[config.mk]
export PLATFORM = sky130hd
export DESIGN_NAME = counter_seq_ctrl_flat
export DESIGN_NICKNAME = d
export VERILOG_FILES = /design/src/rtl/counter_seq_ctrl_pkg.sv /design/src/rtl/counter_seq_ctrl_if.sv /design/src/rtl/counter_seq_ctrl_tick_prescaler.sv /design/src/rtl/counter_seq_ctrl.sv /design/src/flat_wrapper.sv
export SDC_FILE = /design/constraint.sdc
export NUM_CORES = 1
export LEC_CHECK = 0
export CORE_MARGIN = 2
export CORE_UTILIZATION = 51
export CTS_BUF_LIST = sky130_fd_sc_hd__clkbuf_4
export DETAILED_ROUTE_END_ITERATION = 12
export PLACE_DENSITY = 0.78
export SYNTH_ARGS = -nofsm -noshare
export SYNTH_HDL_FRONTEND = slang
export SYNTH_SLANG_ARGS = --single-unit
[constraint.sdc]
create_clock -name clk -period 2.4 [get_ports clk]
set_input_delay 0.48 -clock clk [delete_from_list [all_inputs] [get_ports clk]]
set_output_delay 0.48 -clock clk [all_outputs]
set_load 0.05 [all_outputs]
[src/rtl/counter_seq_ctrl_pkg.sv]
// Shared types and constants for the counter sequencer: FSM state encoding,
// command codes and default widths.
package counter_ctrl_pkg;

   localparam int W_DEF       = 8;
   localparam int PRESC_W_DEF = 4;

   localparam logic [1:0] CMD_LOAD   = 2'b00;
   localparam logic [1:0] CMD_RUN_N  = 2'b01;
   localparam logic [1:0] CMD_RUN_TO = 2'b10;
   localparam logic [1:0] CMD_FREE   = 2'b11;

   typedef enum logic [1:0] {
      IDLE = 2'b00,
      LOAD = 2'b01,
      RUN  = 2'b10,
      DONE = 2'b11
   } state_e;

endpackage

[src/rtl/counter_seq_ctrl_if.sv]
// Command handshake and counter-pin bundle between the ui_in decode, the
// sequencer and counter_8bit.
interface counter_seq_ctrl_if #(
   parameter int W       = 8,
   parameter int PRESC_W = 4
);
   logic               start;
   logic [1:0]         cmd;
   logic [W-1:0]       operand;
   logic [PRESC_W-1:0] presc;
   logic               abort;
   logic [W-1:0]       cnt_q;
   logic               cnt_load;
   logic [W-1:0]       cnt_data;
   logic               cnt_en;
   logic               busy;
   logic               done;
   logic               err;
   logic               aborted;

   modport master (
      output start, cmd, operand, presc, abort, cnt_q,
      input  cnt_load, cnt_data, cnt_en, busy, done, err, aborted
   );

   modport slave (
      input  start, cmd, operand, presc, abort, cnt_q,
      output cnt_load, cnt_data, cnt_en, busy, done, err, aborted
   );
endinterface

[src/rtl/counter_seq_ctrl_tick_prescaler.sv]
// Programmable tick generator: one tick every (presc+1) cycles, held at
// zero while clr is asserted so the first active cycle starts a fresh period.
module tick_prescaler
   import counter_ctrl_pkg::*;
#(
   parameter int PRESC_W = PRESC_W_DEF
) (
   input  logic               clk,
   input  logic               rst_n,
   input  logic               clr,
   input  logic [PRESC_W-1:0] presc,
   output logic               tick
);

   logic [PRESC_W-1:0] pcnt_q;
   logic [PRESC_W-1:0] pcnt_d;

   always_comb begin
      tick   = (pcnt_q == presc);
      pcnt_d = pcnt_q + 1'b1;
      if (clr || tick) begin
         pcnt_d = '0;
      end
   end

   always_ff @(posedge clk or negedge rst_n) begin
      if (!rst_n) begin
         pcnt_q <= '0;
      end else begin
         pcnt_q <= pcnt_d;
      end
   end

endmodule

[src/rtl/counter_seq_ctrl.sv]
// Command sequencer for counter_8bit: accepts LOAD / RUN_N / RUN_TO / FREE
// commands over a start/busy/done handshake and drives load/data/enable pins.
module counter_seq_ctrl
   import counter_ctrl_pkg::*;
#(
   parameter int W       = W_DEF,
   parameter int PRESC_W = PRESC_W_DEF
) (
   input  logic                 clk,
   input  logic                 rst_n,
   counter_seq_ctrl_if.slave    bus
);

   state_e             state_q,   state_d;
   logic [1:0]         cmd_q,     cmd_d;
   logic [W-1:0]       op_q,      op_d;
   logic [W-1:0]       rem_q,     rem_d;
   logic [PRESC_W-1:0] presc_q,   presc_d;
   logic [W:0]         tcnt_q,    tcnt_d;
   logic               err_q,     err_d;
   logic               aborted_q, aborted_d;

   logic tick;
   logic pre_clr;
   logic stop;
   logic en;

   tick_prescaler #(.PRESC_W(PRESC_W)) u_presc (
      .clk   (clk),
      .rst_n (rst_n),
      .clr   (pre_clr),
      .presc (presc_q),
      .tick  (tick)
   );

   always_comb begin
      state_d   = state_q;
      cmd_d     = cmd_q;
      op_d      = op_q;
      rem_d     = rem_q;
      presc_d   = presc_q;
      tcnt_d    = tcnt_q;
      err_d     = err_q;
      aborted_d = aborted_q;
      pre_clr   = (state_q != RUN);

      // End condition is evaluated every RUN cycle, not only on ticks,
      // so completion never waits for a further prescaler period.
      unique case (cmd_q)
         CMD_RUN_N:  stop = (rem_q == '0);
         CMD_RUN_TO: stop = (bus.cnt_q == op_q) || tcnt_q[W];
         CMD_FREE:   stop = 1'b0;
         default:    stop = 1'b1;
      endcase

      en = (state_q == RUN) && tick && !stop && !bus.abort;

      unique case (state_q)
         IDLE: begin
            if (bus.start) begin
               cmd_d     = bus.cmd;
               op_d      = bus.operand;
               presc_d   = bus.presc;
               rem_d     = bus.operand;
               tcnt_d    = '0;
               err_d     = 1'b0;
               aborted_d = 1'b0;
               state_d   = (bus.cmd == CMD_LOAD) ? LOAD : RUN;
            end
         end
         LOAD: state_d = DONE;
         RUN: begin
            if (bus.abort) begin
               aborted_d = 1'b1;
               state_d   = DONE;
            end else if (stop) begin
               err_d   = (cmd_q == CMD_RUN_TO) && tcnt_q[W] && (bus.cnt_q != op_q);
               state_d = DONE;
            end else if (en) begin
               if (cmd_q == CMD_RUN_N) begin
                  rem_d = rem_q - 1'b1;
               end
               if (cmd_q == CMD_RUN_TO) begin
                  tcnt_d = tcnt_q + 1'b1;
               end
            end
         end
         DONE: state_d = IDLE;
         default: state_d = IDLE;
      endcase
   end

   always_ff @(posedge clk or negedge rst_n) begin
      if (!rst_n) begin
         state_q   <= IDLE;
         cmd_q     <= CMD_LOAD;
         op_q      <= '0;
         rem_q     <= '0;
         presc_q   <= '0;
         tcnt_q    <= '0;
         err_q     <= 1'b0;
         aborted_q <= 1'b0;
      end else begin
         state_q   <= state_d;
         cmd_q     <= cmd_d;
         op_q      <= op_d;
         rem_q     <= rem_d;
         presc_q   <= presc_d;
         tcnt_q    <= tcnt_d;
         err_q     <= err_d;
         aborted_q <= aborted_d;
      end
   end

   assign bus.cnt_load = (state_q == LOAD);
   assign bus.cnt_data = op_q;
   assign bus.cnt_en   = en;
   assign bus.busy     = (state_q != IDLE);
   assign bus.done     = (state_q == DONE);
   assign bus.err      = err_q;
   assign bus.aborted  = aborted_q;

endmodule

[src/flat_wrapper.sv]
// flat-port wrapper written by rule: the top's interface ports become plain ports
module counter_seq_ctrl_flat import counter_ctrl_pkg::*;
#(
   parameter int W       = W_DEF,
   parameter int PRESC_W = PRESC_W_DEF
)
  (clk, rst_n, bus_start, bus_cmd, bus_operand, bus_presc, bus_abort, bus_cnt_q, bus_cnt_load, bus_cnt_data, bus_cnt_en, bus_busy, bus_done, bus_err, bus_aborted);
  counter_seq_ctrl_if #(.W(W), .PRESC_W(PRESC_W)) bus_i ();
  input  logic clk;
  input  logic rst_n;
  input wire logic [$bits(bus_i.start)-1:0] bus_start;
  input wire logic [$bits(bus_i.cmd)-1:0] bus_cmd;
  input wire logic [$bits(bus_i.operand)-1:0] bus_operand;
  input wire logic [$bits(bus_i.presc)-1:0] bus_presc;
  input wire logic [$bits(bus_i.abort)-1:0] bus_abort;
  input wire logic [$bits(bus_i.cnt_q)-1:0] bus_cnt_q;
  output wire logic [$bits(bus_i.cnt_load)-1:0] bus_cnt_load;
  output wire logic [$bits(bus_i.cnt_data)-1:0] bus_cnt_data;
  output wire logic [$bits(bus_i.cnt_en)-1:0] bus_cnt_en;
  output wire logic [$bits(bus_i.busy)-1:0] bus_busy;
  output wire logic [$bits(bus_i.done)-1:0] bus_done;
  output wire logic [$bits(bus_i.err)-1:0] bus_err;
  output wire logic [$bits(bus_i.aborted)-1:0] bus_aborted;
  assign bus_i.start = bus_start;
  assign bus_i.cmd = bus_cmd;
  assign bus_i.operand = bus_operand;
  assign bus_i.presc = bus_presc;
  assign bus_i.abort = bus_abort;
  assign bus_i.cnt_q = bus_cnt_q;
  assign bus_cnt_load = bus_i.cnt_load;
  assign bus_cnt_data = bus_i.cnt_data;
  assign bus_cnt_en = bus_i.cnt_en;
  assign bus_busy = bus_i.busy;
  assign bus_done = bus_i.done;
  assign bus_err = bus_i.err;
  assign bus_aborted = bus_i.aborted;
  counter_seq_ctrl #(.W(W), .PRESC_W(PRESC_W)) u_core (.clk(clk), .rst_n(rst_n), .bus(bus_i));
endmodule
==> results of run 1 <==
worst max-delay path: stages, from the launching register on:
cell	delay, ps
dfrtp_2	420
or4_4	560
o41ai_4	230
buf_4	180
a2111oi_4	80
buf_12	160
cell usage after synthesis (all sizes together) (2+ instances only):
master	number
mux2	14
mux2i	6
nand3	6
clkbuf	3
xnor2	13
nand2b	10
and4	3
nor4	8
or4	2
buf	3
nor3	8
nand4	6
o21a	3
a311oi	3
nor2b	2
a21oi	2
ha	8
o211ai	4
o221ai	3
o21ai	4
inv	9
a31oi	2
nand2	20
nor2	16
o311ai	3
and3	2
dfrtp	39
or3	6
state kept, by name, summed over array words and instances (netlist names):
name / flops
u_core.state_q: 2
u_core.bus.err: 1
u_core.u_presc.pcnt_q: 4
u_core.cmd_q: 2
u_core.tcnt_q: 9
u_core.bus.aborted: 1
u_core.presc_q: 4
u_core.bus.cnt_data: 8
u_core.rem_q: 8
routing by layer:
metal	vias up	wire length [µm]	GRT usage
li1	960	-	-
met1	992	2498	0.3116
met2	61	3017	0.4123
met3	10	244	0.04558
met4	0	93	0.07338
met5	-	0	0
what timing repair did:
action / in CTS / in global routing
cloned: 0 / 0
setup endpoints to repair: 1 / 8
resized for setup: 3 / 13
setup buffers: 13 / 3
pin swaps: 3 / 6
cell families (layout without fill, tap and decap cells):
group                      after synthesis  count (layout)  synth area share
adders and majority gates                8               8           0.04372
AOI/OAI and AO/OA                       34              34            0.1290
DFF                                     39              39            0.4262
xor gates and xnor gates                14              14           0.05355
muxes                                   20              20           0.09508
buffers and inverters                   15              87           0.02623
and+or+nand+nor                         92              92            0.2262
metrics by stage:
stage	total power [µW]	TNS (ps)	cell area, µm²
after floorplan	2485	0	2308
final	3879	-62.10	3110
after global routing	4110	-118.9	3110
after detailed placement	3189	-10.89	2868
after CTS	3717	-32.44	3027
after global placement	3131	-21.15	2868
cells in the final DEF (no fill, tap or decap), drive strengths merged, types with 2 or more instances in the layout:
master / synthesis / layout
dfrtp: 39 / 39
clkdlybuf4s50: 0 / 36
buf: 3 / 34
nand2: 20 / 20
nor2: 16 / 16
mux2: 14 / 14
xnor2: 13 / 13
nand2b: 10 / 10
inv: 9 / 9
ha: 8 / 8
nor4: 8 / 8
nor3: 8 / 8
clkbuf: 3 / 7
nand3: 6 / 6
or3: 6 / 6
mux2i: 6 / 6
nand4: 6 / 6
o21ai: 4 / 4
o211ai: 4 / 4
and4: 3 / 3
a311oi: 3 / 3
o21a: 3 / 3
o221ai: 3 / 3
o311ai: 3 / 3
nor2b: 2 / 2
a21oi: 2 / 2
a31oi: 2 / 2
and3: 2 / 2
or4: 2 / 2
where the power goes:
| part | total (µW) | leakage, µW | internal [µW] | switching, µW |
|---|---|---|---|---|
| sequential | 1120 | 0.000494 | 880 | 244 |
| clock | 364 | 0.0000361 | 137 | 227 |
| combinational | 2390 | 0.000732 | 1070 | 1320 |
final timing paths:
path                                 startpoint               end  cells after the start
worst min-delay path                      rst_n  u_core.tcnt_q[3]                      1
worst max-delay path            u_core.rem_q[3]        bus_cnt_en                      5
min in group clk                 u_core.bus.err    u_core.bus.err                      1
worst min register to register   u_core.bus.err    u_core.bus.err                      1
max in group asynchronous                 rst_n   u_core.rem_q[3]                      1
worst max register to register  u_core.rem_q[1]   u_core.rem_q[3]                     12
layout make-up:
class | instances | area [µm²] | area share
multi-input cells | 168 | 1351 | 0.4344
repair buffers | 70 | 625.6 | 0.2011
clock buffers | 7 | 52.55 | 0.01689
clock inverters | 1 | 5.005 | 0.001609
inverters | 9 | 33.78 | 0.01086
well taps | 52 | 65.06 | 0.02092
flip-flops and latches | 39 | 977.2 | 0.3142
==> impl_metrics.py, run 1 <==
metrics = {
    "hold_path": {
        "min_path_type": "in -> async",
    },
    "worst_setup_path": {
        "arrival_ps": 1980,
        "path_max_fanout": 2,
        "critical_path_class": "reg -> out",
        "critPathCaptureType": "output port",
        "worst_setup_path_start_kind": "flop",
        "crit_required_ps": 1920,
        "regToRegSetupSlack_ps": 60,
    },
    "clock_network": {
        "postCtsHoldBufs": 0,
        "root_buffer": "clkbuf_4",
        "path_clk_slew_ps": 120,
        "numCtsBuffers": 5,
        "clkSinkCount": 39,
        "htreeDepth": 2,
        "cts_tree": "done",
        "insertion_delay_ps": 370,
        "clk_path_buf_depth": 2,
    },
    "placed_design": {
        "post-dp-hpwl_mm": 4.028,
        "io_buffers": 39,
        "place_inst": 324,
        "finalWeightedCongestion": 0.8180,
        "dp_worst_setup_slack_ps": -10.89,
    },
    "synth": {
        "synth_cell_type_count": 49,
        "synth-edff-count": 0,
        "yosys_register_bits": 39,
        "synthCells": 222,
        "synth_top_area_share": 0.4262,
        "async_flop_share": 1.000,
        "synth_nets": 256,
        "ys.flop_type": "dfrtp_1",
        "synthTopCellsByArea": "dfrtp_1 43%, mux2_2 6.9%, xnor2_1 5.0%",
        "seq_area_frac_synth": 0.4262,
        "yosysWarnings": 0,
        "syn_area_per_cell_um2": 10.31,
        "synth.cell_area_um2": 2290,
        "yosys.area.top_type": "dfrtp_1",
    },
    "global_route": {
        "antenna_found_initial": 0,
        "grt_max_degree": 40,
        "grt_pass1_wl_mm": 9.549,
        "first_global_vias": 2030,
        "grt_overflow_total": 0,
        "grt_util_all_layers": 0.2412,
    },
    "route": {
        "wl_per_cell_um": 16.92,
        "ant_nets": 0,
        "wl_mm": 5.853,
        "vias": 2023,
        "drt_iter0_markers": 124,
        "drt_pass1_iterations": 4,
        "drcViolationCount": 0,
        "viasPerCell": 5.847,
    },
    "timing": {
        "whs_ps": 211.8,
        "slew_viol_final": 0,
        "fmax_ghz": 0.4062,
        "rsz0062_at_grt": "true",
        "min_period_ps": 2462,
        "final-setup-viol-count": 1,
        "layout_setup_ws_ps": -62.10,
        "timing.final.crit_share": 1.026,
        "finClkSkew_ps": 6.830,
        "max_slew_margin": 0.4167,
        "hold_violations": 0,
        "worst_slew_pin_slew_ps": 875.0,
    },
    "power_and_ir_drop": {
        "powerDensity_nw_per_um2": 1247,
        "power_leakage_uw": 0.001262,
        "max-vdd-ir-drop_mv": 0.8146,
    },
    "layout": {
        "fillers": 321,
        "final_util": 0.7144,
        "stdcell_count": 346,
        "final_nets": 327,
        "drive_above_1_share": 0.2755,
        "diodes": 0,
        "syn_to_final_growth_pct": 35.85,
    },
    "run_status": {
        "status": "finished with violations",
        "failed_checks": "setup timing",
    },
    "floorplanning": {
        "die_w_um": 71.01,
        "die_h_um": 71.01,
        "initial_core_util": 0.5259,
        "io_pins": 40,
        "die-area_um2": 5042,
        "rows": 24,
        "coreArea_um2": 4354,
    },
    "job": {
        "drv_cap": 0,
    },
}
Note: power is estimated with default switching activity, not from simulation.
==> inputs of run 2 (changes only) <==
CAP_MARGIN = 20   (was unset)
CORE_UTILIZATION = 35   (was 51)
PLACE_DENSITY = unset   (was 0.78)
==> impl_metrics.py, run 2 (same netlist as run 1, synthesis figures left out) <==
metrics = {
    "placed_design": {
        "post-dp-hpwl_mm": 3.888,
        "io_buffers": 39,
        "finalWeightedCongestion": 0.7783,
    },
    "route": {
        "wl_per_cell_um": 14.34,
        "wl_mm": 5.247,
        "vias": 1935,
        "ant_nets": 0,
        "viasPerCell": 5.287,
        "drt_iter0_markers": 45,
        "drt_pass1_iterations": 4,
        "drcViolationCount": 0,
    },
    "clock_network": {
        "numCtsBuffers": 5,
        "clk_path_buf_depth": 2,
        "clkSinkCount": 39,
        "insertion_delay_ps": 340,
        "cts_tree": "done",
        "root_buffer": "clkbuf_4",
        "path_clk_slew_ps": 120,
        "htreeDepth": 2,
    },
    "global_route": {
        "grt_busiest_layer": "met2",
        "grt_overflow_total": 0,
        "grt_pass1_wl_mm": 9.080,
        "gr-usage-met3": 0.03113,
        "antenna_found_initial": 0,
        "grt_use_met1": 0.2094,
        "use_met2": 0.2563,
        "first_global_vias": 1970,
        "grt_util_all_layers": 0.1543,
        "grt_max_degree": 40,
    },
    "timing": {
        "slew_viol_final": 0,
        "timing.final.crit_share": 1.007,
        "max_slew_margin": 0.5949,
        "hold_violations": 0,
        "min_period_ps": 2417,
        "layout_setup_ws_ps": -17.07,
        "worst_slew_pin_slew_ps": 605.4,
        "rsz0062_at_grt": "true",
        "final.setup.tns_ps": -17.07,
        "final-setup-viol-count": 1,
        "fmax_ghz": 0.4137,
        "finClkSkew_ps": 10.24,
    },
    "floorplanning": {
        "coreArea_um2": 6350,
        "die_h_um": 84.88,
        "initial_core_util": 0.3606,
        "io_pins": 40,
        "rows": 29,
        "die-area_um2": 7205,
        "die_w_um": 84.88,
    },
    "hold_path": {
        "min_path_type": "in -> async",
    },
    "power_and_ir_drop": {
        "powerDensity_nw_per_um2": 1191,
        "power_leakage_uw": 0.001233,
        "power_uw": 3601,
        "max-vdd-ir-drop_mv": 0.5798,
    },
    "layout": {
        "drive_above_1_share": 0.2249,
        "final_nets": 322,
        "max_flop_register": "u_core.tcnt_q",
        "layout_common_cells": "39 x dfrtp_1, 31 x clkdlybuf4s50_1, 27 x buf_4",
        "diodes": 0,
        "syn_to_final_growth_pct": 32.08,
        "largest_reg_flops": 9,
        "layout_commonest_cell": "dfrtp_1",
    },
    "run_status": {
        "status": "finished with violations",
        "failed_checks": "setup timing",
    },
    "job": {
        "drv_cap": 0,
    },
    "worst_setup_path": {
        "critical_path.slowest_cell": "clkdlybuf4s50_1",
        "critPathCaptureType": "output port",
        "worst_setup_path_start_kind": "input pin",
        "crit_chain": "clkdlybuf4s50_1 -> xnor2_1 -> nand4_1 -> o21bai_2 -> a2111oi_4 -> buf_12",
        "path_max_fanout": 2,
        "slowest_delay_ps": 420,
        "crit_required_ps": 1920,
        "critical_path_class": "in -> out",
        "arrival_ps": 1940,
    },
}
## run 2: cell count changes in the layout (fill, tap and decap cells not counted), moves of 2 or more
cell             change
a311oi_2             -3
buf_4                -5
dlygate4sd2_1        +5
nor3_1               +2
inv_1                +2
a311oi_1             +3
inv_2                -2
clkdlybuf4s50_1      -5
nor3_2               -2
## run 2: final cells by class
class	instances	area, µm²
Fill cell	611	3326
Multi-Input combinational cell	168	1279
Tap cell	77	96.34
Clock buffer	7	52.55
Inverter	9	33.78
Clock inverter	1	5.005
Sequential cell	39	975.9
Timing Repair Buffer	65	581.8
## run 2: final timing paths
check	cells after the start	end	start	slack, ps
min in group clk	1	u_core.bus.err	u_core.bus.err	500
worst max-delay path	6	bus_cnt_en	bus_cnt_q[4]	-20
worst min-delay path	2	u_core.tcnt_q[5]	rst_n	170
worst max register to register	7	u_core.rem_q[6]	u_core.rem_q[5]	300
max in group asynchronous	2	u_core.cmd_q[0]	rst_n	1860
worst min register to register	1	u_core.bus.err	u_core.bus.err	500
## run 2: metrics by stage
step	instance area [µm²]	util	hold slack, ps	setup slack [ps]	instances
4_1_cts	3024	0.4763	187.3	-14.61	366
6_report	3024	0.4763	173.9	-17.07	366
2_1_floorplan	2308	-	184.4	122.0	222
5_1_grt	3024	0.4763	207.3	-99.57	366
3_3_place_gp	2922	0.4601	485.8	-26.13	352
3_5_place_dp	2922	0.4601	486.9	-22.92	352
## run 2: report_power, final
| part | internal [µW] | switching (µW) |
|---|---|---|
| logic | 942 | 1210 |
| clock network | 137 | 216 |
| registers | 879 | 215 |
| total | 1960 | 1640 |
## run 2: worst max-delay path, delay by kind of cell
family | cells | cell delay, ps
buffers and inverters | 2 | 600
AND/OR/NAND/NOR | 1 | 170
AO/OA/AOI/OAI | 2 | 550
XOR/XNOR | 1 | 130
## run 2: repair_timing
item	4_1_cts	5_1_grt
resized for setup	7	0
cloned	0	0
hold buffers	0	0
endpoints found under the hold margin	0	0
pin swaps	7	1
buffers inserted	6	0
setup endpoints to repair	1	1
## run 2: routing by layer
metal,share of wire,vias up,routed length [µm]
met5,0,-,0
met4,0.0080,0,42
met3,0.031,5,161
met2,0.48,33,2507
met1,0.48,951,2536
li1,-,946,-
==> inputs of run 3 (changes only) <==
SKIP_CTS_REPAIR_TIMING = 1   (was unset)
==> impl_metrics.py, run 3 (same netlist as run 1, synthesis figures left out) <==
metrics = {
    "worst_setup_path": {
        "worst_setup_path_start_kind": "input pin",
        "crit_required_ps": 1920,
        "crit_chain": "clkdlybuf4s50_1 -> xnor2_1 -> nand4_1 -> o21bai_2 -> a2111oi_4 -> buf_12",
        "critical_path.slowest_cell": "a2111oi_4",
        "path_max_fanout": 2,
        "critPathCaptureType": "output port",
        "critical_path_class": "in -> out",
        "cp-startpoint": "bus_cnt_q[3]",
        "worst_r2r_startpoint": "u_core.rem_q[5]",
        "slowest_delay_ps": 440,
        "arrival_ps": 1970,
    },
    "global_route": {
        "grt_overflow_total": 0,
        "grt_max_degree": 40,
        "first_global_vias": 1940,
        "antenna_found_initial": 0,
        "grt_pass1_wl_mm": 8.928,
        "grt_util_all_layers": 0.1518,
    },
    "power_and_ir_drop": {
        "seq_power_share": 0.306,
        "powerDensity_nw_per_um2": 1194,
        "swShare": 0.4581,
        "max-vdd-ir-drop_mv": 0.5895,
        "power_leakage_uw": 0.001223,
        "power_frac_clock": 0.097,
        "pwr-share-comb": 0.597,
        "intPower_uw": 1956,
        "power_switching_uw": 1653,
    },
    "timing": {
        "worst_slew_pin_slew_ps": 590.8,
        "max_slew_margin": 0.6046,
        "layout_setup_ws_ps": -46.74,
        "slew_viol_final": 0,
        "whs_ps": 177.7,
        "final.setup.tns_ps": -46.74,
        "min_period_ps": 2447,
        "rsz0062_at_grt": "true",
        "finClkSkew_ps": 11.26,
        "timing.final.crit_share": 1.019,
        "hold_violations": 0,
        "fmax_ghz": 0.4087,
        "final-setup-viol-count": 1,
    },
    "route": {
        "ant_nets": 0,
        "drt_pass1_iterations": 4,
        "met3_wirelength_um": 152,
        "drt_iter0_markers": 57,
        "wl_met2_mm": 2.615,
        "wl_mm": 5.334,
        "viasPerCell": 5.294,
        "drcViolationCount": 0,
        "vias": 1927,
        "wl_per_cell_um": 14.65,
        "wl_met1_mm": 2.543,
        "top_layer_used": "met4",
    },
    "run_status": {
        "failed_checks": "setup timing",
        "status": "finished with violations",
    },
    "floorplanning": {
        "coreArea_um2": 6350,
        "io_pins": 40,
        "rows": 29,
        "die-area_um2": 7205,
        "die_h_um": 84.88,
        "die_w_um": 84.88,
        "initial_core_util": 0.3606,
    },
    "placed_design": {
        "post-dp-hpwl_mm": 3.888,
        "finalWeightedCongestion": 0.7783,
        "place_area_um2": 2922,
        "io_buffers": 39,
        "place_inst": 352,
    },
    "clock_network": {
        "clkSinkCount": 39,
        "numCtsBuffers": 5,
        "insertion_delay_ps": 340,
        "cts_tree": "done",
        "root_buffer": "clkbuf_4",
        "htreeDepth": 2,
        "path_clk_slew_ps": 120,
        "clk_path_buf_depth": 2,
    },
    "layout": {
        "layout_commonest_cell": "dfrtp_1",
        "largest_reg_flops": 9,
        "syn_to_final_growth_pct": 32.02,
        "final_nets": 320,
        "drive_above_1_share": 0.2230,
        "final_util": 0.4761,
        "seqCellArea_um2": 975.9,
        "fillers": 606,
        "multi_input_area_um2": 1286,
        "design_area_um2": 3023,
        "diodes": 0,
        "max_flop_register": "u_core.tcnt_q",
        "stdcell_count": 364,
        "layout_common_cells": "39 x dfrtp_1, 36 x clkdlybuf4s50_1, 25 x buf_4",
    },
    "job": {
        "drv_cap": 0,
    },
    "hold_path": {
        "min_path_type": "in -> async",
    },
}
-- run 3: cell count changes in the layout (fill, tap and decap cells not counted) --
cell and delta:
buf_4 -2, dlygate4sd2_1 -5, nand2b_1 -1, clkdlybuf4s50_1 +5, nand2b_4 +1
-- run 3: final cells by class --
cell class,instances,area share
well taps,77,0.03187
clock buffers,7,0.01738
flip-flops and latches,39,0.3228
clock inverters,1,0.001656
multi-input cells,168,0.4255
inverters,9,0.01118
repair buffers,63,0.1896
-- run 3: path summary, 6_finish.rpt --
kind	to	slack, ps	depth (start not counted)
setup / recovery	bus_cnt_en	-50	6
hold / removal	u_core.tcnt_q[5]	180	2
setup reg to reg	u_core.rem_q[6]	270	7
hold reg to reg	u_core.bus.err	510	1
max in group asynchronous	u_core.cmd_q[0]	1860	2
min in group clk	u_core.bus.err	510	1
-- run 3: critical path, delay by kind of cell --
kind / cells / cell delay, ps
buf+inv: 2 / 610
compound gates: 2 / 570
xor+xnor: 1 / 130
simple gates: 1 / 170
-- run 3: power groups by stage --
stage | combinational [µW] | clock [µW] | sequential, µW
CTS | 2100 | 373 | 1100
floorplan | 1140 | 0 | 1340
global route | 2350 | 396 | 1130
global placement | 2070 | 0 | 1110
detailed placement | 2090 | 0 | 1110
finish | 2160 | 351 | 1100
-- run 3: layer usage --
layer / global-route usage / vias up
met5: 0 / -
met4: 0.03463 / 0
met3: 0.03113 / 2
li1: - / 942
met1: 0.2057 / 953
met2: 0.2520 / 30
-- run 3: metrics by stage --
stage | power (µW) | setup slack, ps
detailed placement | 3200 | -22.92
CTS | 3571 | -214.2
floorplan | 2485 | 122.0
global placement | 3183 | -26.13
global route | 3873 | -113.1
finish | 3609 | -46.74
